### src/rtl/uart_cmd_host_pkg.sv
// rtl/uart_cmd_host_pkg.sv - shared widths, frame opcodes, op and FSM encodings
package uart_cmd_host_pkg;

  localparam int DATA_WIDTH = 8;

  localparam logic [7:0] OPC_RF_WR   = 8'hAA;
  localparam logic [7:0] OPC_RF_RD   = 8'hBB;
  localparam logic [7:0] OPC_ALU_OP  = 8'hCC;
  localparam logic [7:0] OPC_ALU_NOP = 8'hDD;

  typedef logic [1:0] op_t;
  localparam op_t OP_RF_WR   = 2'd0;
  localparam op_t OP_RF_RD   = 2'd1;
  localparam op_t OP_ALU_OP  = 2'd2;
  localparam op_t OP_ALU_NOP = 2'd3;

  localparam logic [2:0] S_IDLE     = 3'd0;
  localparam logic [2:0] S_TX_START = 3'd1;
  localparam logic [2:0] S_TX_DATA  = 3'd2;
  localparam logic [2:0] S_TX_STOP  = 3'd3;
  localparam logic [2:0] S_WAIT_RSP = 3'd4;
  localparam logic [2:0] S_RX_DATA  = 3'd5;
  localparam logic [2:0] S_RX_STOP  = 3'd6;
  localparam logic [2:0] S_DONE     = 3'd7;

  localparam logic [1:0] R_IDLE  = 2'd0;
  localparam logic [1:0] R_START = 2'd1;
  localparam logic [1:0] R_DATA  = 2'd2;
  localparam logic [1:0] R_STOP  = 2'd3;

  function automatic logic [2:0] frame_bytes(input op_t op);
    case (op)
      OP_RF_WR:  return 3'd3;
      OP_RF_RD:  return 3'd2;
      OP_ALU_OP: return 3'd4;
      default:   return 3'd2;
    endcase
  endfunction

endpackage

### src/rtl/uart_host_rx.sv
// rtl/uart_host_rx.sv - response receiver: rx synchroniser, mid-bit sampler, shift register
module uart_host_rx
  import uart_cmd_host_pkg::*;
#(
  parameter int WIDTH = DATA_WIDTH
) (
  input  logic             i_clk,
  input  logic             i_rst,
  input  logic             i_en,
  input  logic             i_rx,
  input  logic [15:0]      i_baud_div,
  output logic             o_busy,
  output logic             o_stop,
  output logic             o_valid,
  output logic             o_err,
  output logic [WIDTH-1:0] o_data
);

  localparam int BW = $clog2(WIDTH);

  logic [1:0]       phase;
  logic [15:0]      cnt;
  logic [BW-1:0]    bit_idx;
  logic             s1, s2, s3;
  logic [15:0]      half_m1;
  logic             bit_end;

  assign half_m1 = {1'b0, i_baud_div[15:1]} - 16'd1;
  assign bit_end = (cnt == i_baud_div - 16'd1);
  assign o_busy  = (phase != R_IDLE);
  assign o_stop  = (phase == R_STOP);

  always_ff @(posedge i_clk) begin
    if (i_rst) begin
      phase   <= R_IDLE;
      cnt     <= '0;
      bit_idx <= '0;
      s1      <= 1'b1;
      s2      <= 1'b1;
      s3      <= 1'b1;
      o_valid <= 1'b0;
      o_err   <= 1'b0;
      o_data  <= '0;
    end else begin
      s1      <= i_rx;
      s2      <= s1;
      s3      <= s2;
      o_valid <= 1'b0;
      o_err   <= 1'b0;
      if (!i_en) begin
        phase <= R_IDLE;
        cnt   <= '0;
      end else begin
        case (phase)
          R_IDLE: if (s3 && !s2) begin
            phase <= R_START;
            cnt   <= '0;
          end
          // a start that is high again at mid-bit was only a glitch
          R_START: if (cnt == half_m1) begin
            cnt     <= '0;
            bit_idx <= '0;
            phase   <= s2 ? R_IDLE : R_DATA;
          end else begin
            cnt <= cnt + 16'd1;
          end
          R_DATA: if (bit_end) begin
            cnt    <= '0;
            o_data <= {s2, o_data[WIDTH-1:1]};
            if (bit_idx == BW'(WIDTH - 1)) phase <= R_STOP;
            else bit_idx <= bit_idx + BW'(1);
          end else begin
            cnt <= cnt + 16'd1;
          end
          default: if (bit_end) begin
            cnt     <= '0;
            phase   <= R_IDLE;
            o_valid <= s2;
            o_err   <= !s2;
          end else begin
            cnt <= cnt + 16'd1;
          end
        endcase
      end
    end
  end

endmodule

### src/rtl/uart_cmd_host.sv
// rtl/uart_cmd_host.sv - command host: frames commands onto a UART line and waits for the reply byte
module uart_cmd_host
  import uart_cmd_host_pkg::*;
#(
  parameter int WIDTH        = DATA_WIDTH,
  parameter int TIMEOUT_BITS = 64
) (
  input  logic             i_clk,
  input  logic             i_rst,
  input  logic [15:0]      i_baud_div,
  input  logic             i_cmd_valid,
  output logic             o_cmd_ready,
  input  logic [1:0]       i_cmd_op,
  input  logic [WIDTH-1:0] i_addr,
  input  logic [WIDTH-1:0] i_data,
  input  logic [WIDTH-1:0] i_op_a,
  input  logic [WIDTH-1:0] i_op_b,
  input  logic [WIDTH-1:0] i_func,
  output logic             o_tx,
  input  logic             i_rx,
  output logic             o_rsp_valid,
  output logic [WIDTH-1:0] o_rsp_data,
  output logic             o_done,
  output logic             o_timeout,
  output logic             o_rsp_err
);

  localparam int BW = $clog2(WIDTH);
  localparam int TW = 16 + $clog2(TIMEOUT_BITS) + 1;

  logic [2:0]       state;
  logic [15:0]      baud_q;
  op_t              op_q;
  logic [WIDTH-1:0] sh, f0, f1, f2;
  logic [2:0]       bytes_left;
  logic [15:0]      bit_cnt;
  logic [BW-1:0]    bit_idx;
  logic [TW-1:0]    tcnt, tmo_lim;
  logic             bit_end;
  logic             rx_en, rx_busy, rx_stop, rx_valid, rx_err;
  logic [WIDTH-1:0] rx_data;

  assign bit_end     = (bit_cnt == baud_q - 16'd1);
  assign tmo_lim     = TW'(baud_q) * TW'(TIMEOUT_BITS);
  assign o_cmd_ready = (state == S_IDLE);
  assign o_done      = (state == S_DONE);
  assign rx_en       = (state == S_WAIT_RSP) || (state == S_RX_DATA) || (state == S_RX_STOP);

  always_comb begin
    o_tx = 1'b1;
    if (state == S_TX_START) o_tx = 1'b0;
    else if (state == S_TX_DATA) o_tx = sh[0];
  end

  uart_host_rx #(.WIDTH(WIDTH)) u_rx (
    .i_clk      (i_clk),
    .i_rst      (i_rst),
    .i_en       (rx_en),
    .i_rx       (i_rx),
    .i_baud_div (baud_q),
    .o_busy     (rx_busy),
    .o_stop     (rx_stop),
    .o_valid    (rx_valid),
    .o_err      (rx_err),
    .o_data     (rx_data)
  );

  always_ff @(posedge i_clk) begin
    if (i_rst) begin
      state       <= S_IDLE;
      baud_q      <= '0;
      op_q        <= OP_RF_WR;
      sh          <= '0;
      f0          <= '0;
      f1          <= '0;
      f2          <= '0;
      bytes_left  <= '0;
      bit_cnt     <= '0;
      bit_idx     <= '0;
      tcnt        <= '0;
      o_rsp_data  <= '0;
      o_rsp_valid <= 1'b0;
      o_timeout   <= 1'b0;
      o_rsp_err   <= 1'b0;
    end else begin
      o_rsp_valid <= 1'b0;
      o_timeout   <= 1'b0;
      o_rsp_err   <= 1'b0;
      case (state)
        S_IDLE: if (i_cmd_valid) begin
          baud_q     <= i_baud_div;
          op_q       <= i_cmd_op;
          bytes_left <= frame_bytes(i_cmd_op) - 3'd1;
          bit_cnt    <= '0;
          state      <= S_TX_START;
          // sh holds the byte on the wire; f0..f2 queue the rest of the frame
          case (i_cmd_op)
            OP_RF_WR:  begin sh <= WIDTH'(OPC_RF_WR);  f0 <= i_addr; f1 <= i_data; f2 <= '0;     end
            OP_RF_RD:  begin sh <= WIDTH'(OPC_RF_RD);  f0 <= i_addr; f1 <= '0;     f2 <= '0;     end
            OP_ALU_OP: begin sh <= WIDTH'(OPC_ALU_OP); f0 <= i_op_a; f1 <= i_op_b; f2 <= i_func; end
            default:   begin sh <= WIDTH'(OPC_ALU_NOP); f0 <= i_func; f1 <= '0;    f2 <= '0;     end
          endcase
        end
        S_TX_START: if (bit_end) begin
          bit_cnt <= '0;
          bit_idx <= '0;
          state   <= S_TX_DATA;
        end else begin
          bit_cnt <= bit_cnt + 16'd1;
        end
        S_TX_DATA: if (bit_end) begin
          bit_cnt <= '0;
          sh      <= sh >> 1;
          if (bit_idx == BW'(WIDTH - 1)) state <= S_TX_STOP;
          else bit_idx <= bit_idx + BW'(1);
        end else begin
          bit_cnt <= bit_cnt + 16'd1;
        end
        S_TX_STOP: if (bit_end) begin
          bit_cnt <= '0;
          if (bytes_left != 3'd0) begin
            sh         <= f0;
            f0         <= f1;
            f1         <= f2;
            f2         <= '0;
            bytes_left <= bytes_left - 3'd1;
            state      <= S_TX_START;
          end else if (op_q == OP_RF_WR) begin
            state <= S_DONE;
          end else begin
            tcnt  <= '0;
            state <= S_WAIT_RSP;
          end
        end else begin
          bit_cnt <= bit_cnt + 16'd1;
        end
        S_WAIT_RSP: if (rx_busy) begin
          state <= S_RX_DATA;
        end else if (tcnt == tmo_lim - TW'(1)) begin
          o_timeout <= 1'b1;
          state     <= S_DONE;
        end else begin
          tcnt <= tcnt + TW'(1);
        end
        S_RX_DATA: if (rx_stop) begin
          state <= S_RX_STOP;
        end else if (!rx_busy) begin
          tcnt  <= '0;
          state <= S_WAIT_RSP;
        end
        S_RX_STOP: if (o_rsp_valid) begin
          state <= S_DONE;
        end else if (rx_valid) begin
          o_rsp_data  <= rx_data;
          o_rsp_valid <= 1'b1;
        end else if (rx_err) begin
          o_rsp_err <= 1'b1;
          state     <= S_DONE;
        end
        default: state <= S_IDLE;
      endcase
    end
  end

endmodule

### config.mk
export PLATFORM = sky130hd
export DESIGN_NAME = uart_cmd_host
export DESIGN_NICKNAME = d
export VERILOG_FILES = /design/src/rtl/uart_cmd_host_pkg.sv /design/src/rtl/uart_host_rx.sv /design/src/rtl/uart_cmd_host.sv
export SDC_FILE = /design/constraint.sdc
export NUM_CORES = 1
export LEC_CHECK = 0
export CAP_MARGIN = 0
export CORE_MARGIN = 1.5
export CORE_UTILIZATION = 32
export CTS_BUF_LIST = sky130_fd_sc_hd__clkbuf_4
export DETAILED_ROUTE_END_ITERATION = 10
export PLACE_DENSITY = 0.51
export SYNTH_ARGS = -nofsm -noshare
export SYNTH_HDL_FRONTEND = slang
export SYNTH_SLANG_ARGS = --single-unit
### constraint.sdc
create_clock -name i_clk -period 4.15 [get_ports i_clk]
set_input_delay 0.415 -clock i_clk [delete_from_list [all_inputs] [get_ports i_clk]]
set_output_delay 0.415 -clock i_clk [all_outputs]
set_load 0.005 [all_outputs]
==> flow_metrics.tcl <==
set metrics [dict create \
    max_freq_mhz 256.0 \
    gp_congestion 0.8753 \
    syn_area_sq_um 8618 \
    dp.cells 1451 \
    synth_fp_nets 1153 \
    fin_crit_ns 3.907 \
    wirelength_um 24510 \
    cpPeakStageDelay_ns 0.53 \
    synth_top_flop_cell "dfxtp_1" \
    drive_above_1_share_pct 9.391 \
    cts_made_buffers 17 \
    grt.total_usage_pct 17.84 \
    fin_tns_setup_ns 0 \
    synth.avg_cell_area_sq_um 8.002 \
    antenna_found_initial 1 \
    cp-end-kind "flop" \
    seq_area_frac_synth_pct 33.22 \
    cts.path.max_buffers 2 \
    worstMarginPinSlew_ns 0.8081 \
    htreeDepth 4 \
    synth_edf_count 0 \
    layout_common_cells "dfxtp_1 (143), nor2_1 (121), nand2_1 (110), clkdlybuf4s50_1 (74), a21oi_1 (73)" \
    dr.pass1.iters 5 \
    path_class "flop to flop" \
    core-area_sq_um 26280 \
    ir_drop_mv 0.1505 \
    maxCapViolCount 0 \
    first_iter_violations 434 \
    root_buffer "clkbuf_4" \
    port_buffers 75 \
    async_flop_share_pct 0 \
    area_growth_pct 17.23 \
    hold_viol 0 \
    synthCells 1077 \
    p_leak_nw 3.768 \
    dieArea_sq_um 27930 \
    cts_tree "yes" \
    startpoint_type "flop" \
    synth-seq-cells 143 \
    hold_class "input port to flop" \
    ant_nets 0 \
    overflow 0 \
    die_y_um 167.1 \
    fin_crit_sh_pct 94.14 \
    io-pin-count 76 \
    powerDensity_nw_per_um2 408.9 \
    maxSlewHeadroom_pct 46.02 \
    synth_warnings 0 \
    clock_skew_ns 0.02662 \
    slowest_stage "or3b_2" \
    rsz0062_at_grt "false" \
    fp.dieW_um 167.1 \
    cts_sinks 143 \
    yosysUniqueCellTypes 71 \
    grt_first_pass_wirelength_um 40160 \
    arrival_ns 4.38 \
    finish.utilization_pct 38.45 \
    dr_total_vias 7764 \
    worstSkewPairLatency_ns 0.56 \
    stdcell_count 1486 \
    drcViolationCount 0 \
    wl_per_cell_um 16.50 \
    maxSlewViolCount 0 \
    holdBufCountCts 0 \
    fin_nets 1213 \
    setup_viol 0 \
    required_ns 4.62 \
    avgViaCountPerCell 5.225 \
    crit_chain "inv_1, ha_2, or3b_2, nor4_4, buf_4, xor2_1, o21a_1, or4_4, nor3_4, o31ai_2, or4_1, a221oi_1" \
    num_rows 59 \
    initial_core_util_pct 32.79 \
    hpwl_um 18110 \
    outcome "finished, final reports clean" \
    grt_max_degree 49 \
    clk_pin_slew_ns 0.15 \
    grt_pass1_vias 7449 \
    worst-path-max-fanout 11 \
    layout_commonest_cell "dfxtp_1" \
]
cells by family after synthesis:
kind of cell / count (synthesis) / synth area share [%]
mux: 46 / 5.343
fa+ha+maj: 14 / 2.033
buf+inv: 95 / 4.428
simple gates: 467 / 27.47
compound gates: 208 / 15.65
flops: 143 / 33.22
xor+xnor: 104 / 11.86
synthesized netlist by cell type (13+ instances only):
cell / count / area, sq um
mux2i_1: 46 / 460.4
or4_1: 15 / 112.6
nand2_1: 110 / 412.9
nor3_1: 30 / 150.1
or3_1: 14 / 87.58
o21ai_0: 30 / 150.1
nand4_1: 19 / 118.9
or2_2: 14 / 87.58
a211oi_1: 24 / 180.2
nor2b_1: 13 / 81.33
xor2_1: 48 / 420.4
ha_1: 14 / 175.2
nor2_1: 122 / 457.9
a21oi_1: 73 / 365.4
dfxtp_1: 143 / 2863
inv_1: 17 / 63.81
nand3_1: 45 / 225.2
and3_1: 19 / 118.9
xnor2_1: 48 / 420.4
clkbuf_1: 60 / 225.2
nand2b_1: 15 / 93.84
state kept, by name, summed over array words and instances, names as in the netlist, 8 cells and up:
signal / flops
o_rsp_data: 8
sh: 8
tcnt: 23
f2: 8
u_rx.cnt: 16
bit_cnt: 16
f1: 8
f0: 8
u_rx.o_data: 8
baud_q: 16
where the power goes:
group          switching, W  total [W]  internal, W
clock network      0.000613   0.000940     0.000327
registers          0.000102    0.00157      0.00147
logic              0.000924    0.00162     0.000695
worst paths after layout:
check	cells past startpoint	slack, ns	startpoint	to
worst max-delay path	12	0.24	baud_q[1]$_SDFFE_PP0P_	u_rx.phase[1]$_SDFFE_PP0P_
worst min-delay path	2	0.32	i_rst	bit_cnt[0]$_SDFFE_PP0P_
worst max register to register	12	0.24	baud_q[1]$_SDFFE_PP0P_	u_rx.phase[1]$_SDFFE_PP0P_
worst min register to register	1	0.43	u_rx.s1$_SDFF_PP1_	u_rx.s2$_SDFF_PP1_
what timing repair did:
| action | in CTS | in global routing |
|---|---|---|
| endpoints found under the hold margin | 0 | 0 |
| gates resized for setup | 0 | 1 |
| buffers inserted | 0 | 2 |
| setup endpoints to repair | 0 | 11 |
cell type report:
type / instances / area, sq um
clock buffer: 18 / 135.1
clock inverter: 14 / 150.1
inverter: 17 / 63.81
fill: 2732 / 16180
multi-input combinational: 839 / 5379
timing repair buffer: 119 / 1091
tap: 335 / 419.2
antenna: 1 / 2.502
sequential: 143 / 2863
layer usage:
metal	track usage [%]	vias to the layer above	routed length [um]
met5	0	-	0
met4	3.874	0	317
met3	3.120	16	1027
met2	29.40	161	11320
met1	24.35	3635	11850
li1	-	3952	-
critical path: cells and delay by family, from the launching register on:
family	cells	cell delay, ns
AND/OR/NAND/NOR	5	2.22
AO/OA/AOI/OAI	3	0.61
flip-flops	1	0.37
adder cells (fa/ha/maj)	1	0.29
buffers and inverters	2	0.28
XOR/XNOR	1	0.06
through the flow:
stage                     setup WS [ns]  power, W  hold slack (ns)  cell area [sq um]
after floorplan                  0.2706  0.002691           0.3895               8618
after global placement           0.3287  0.003209           0.4081               9798
after detailed placement         0.2092  0.003202           0.4021               9798
after CTS                        0.1650  0.004160           0.2714              10080
after global routing            0.03400  0.004401           0.2870              10100
final                            0.2431  0.004131           0.3169              10100
Power figures use the tool's default switching activity.
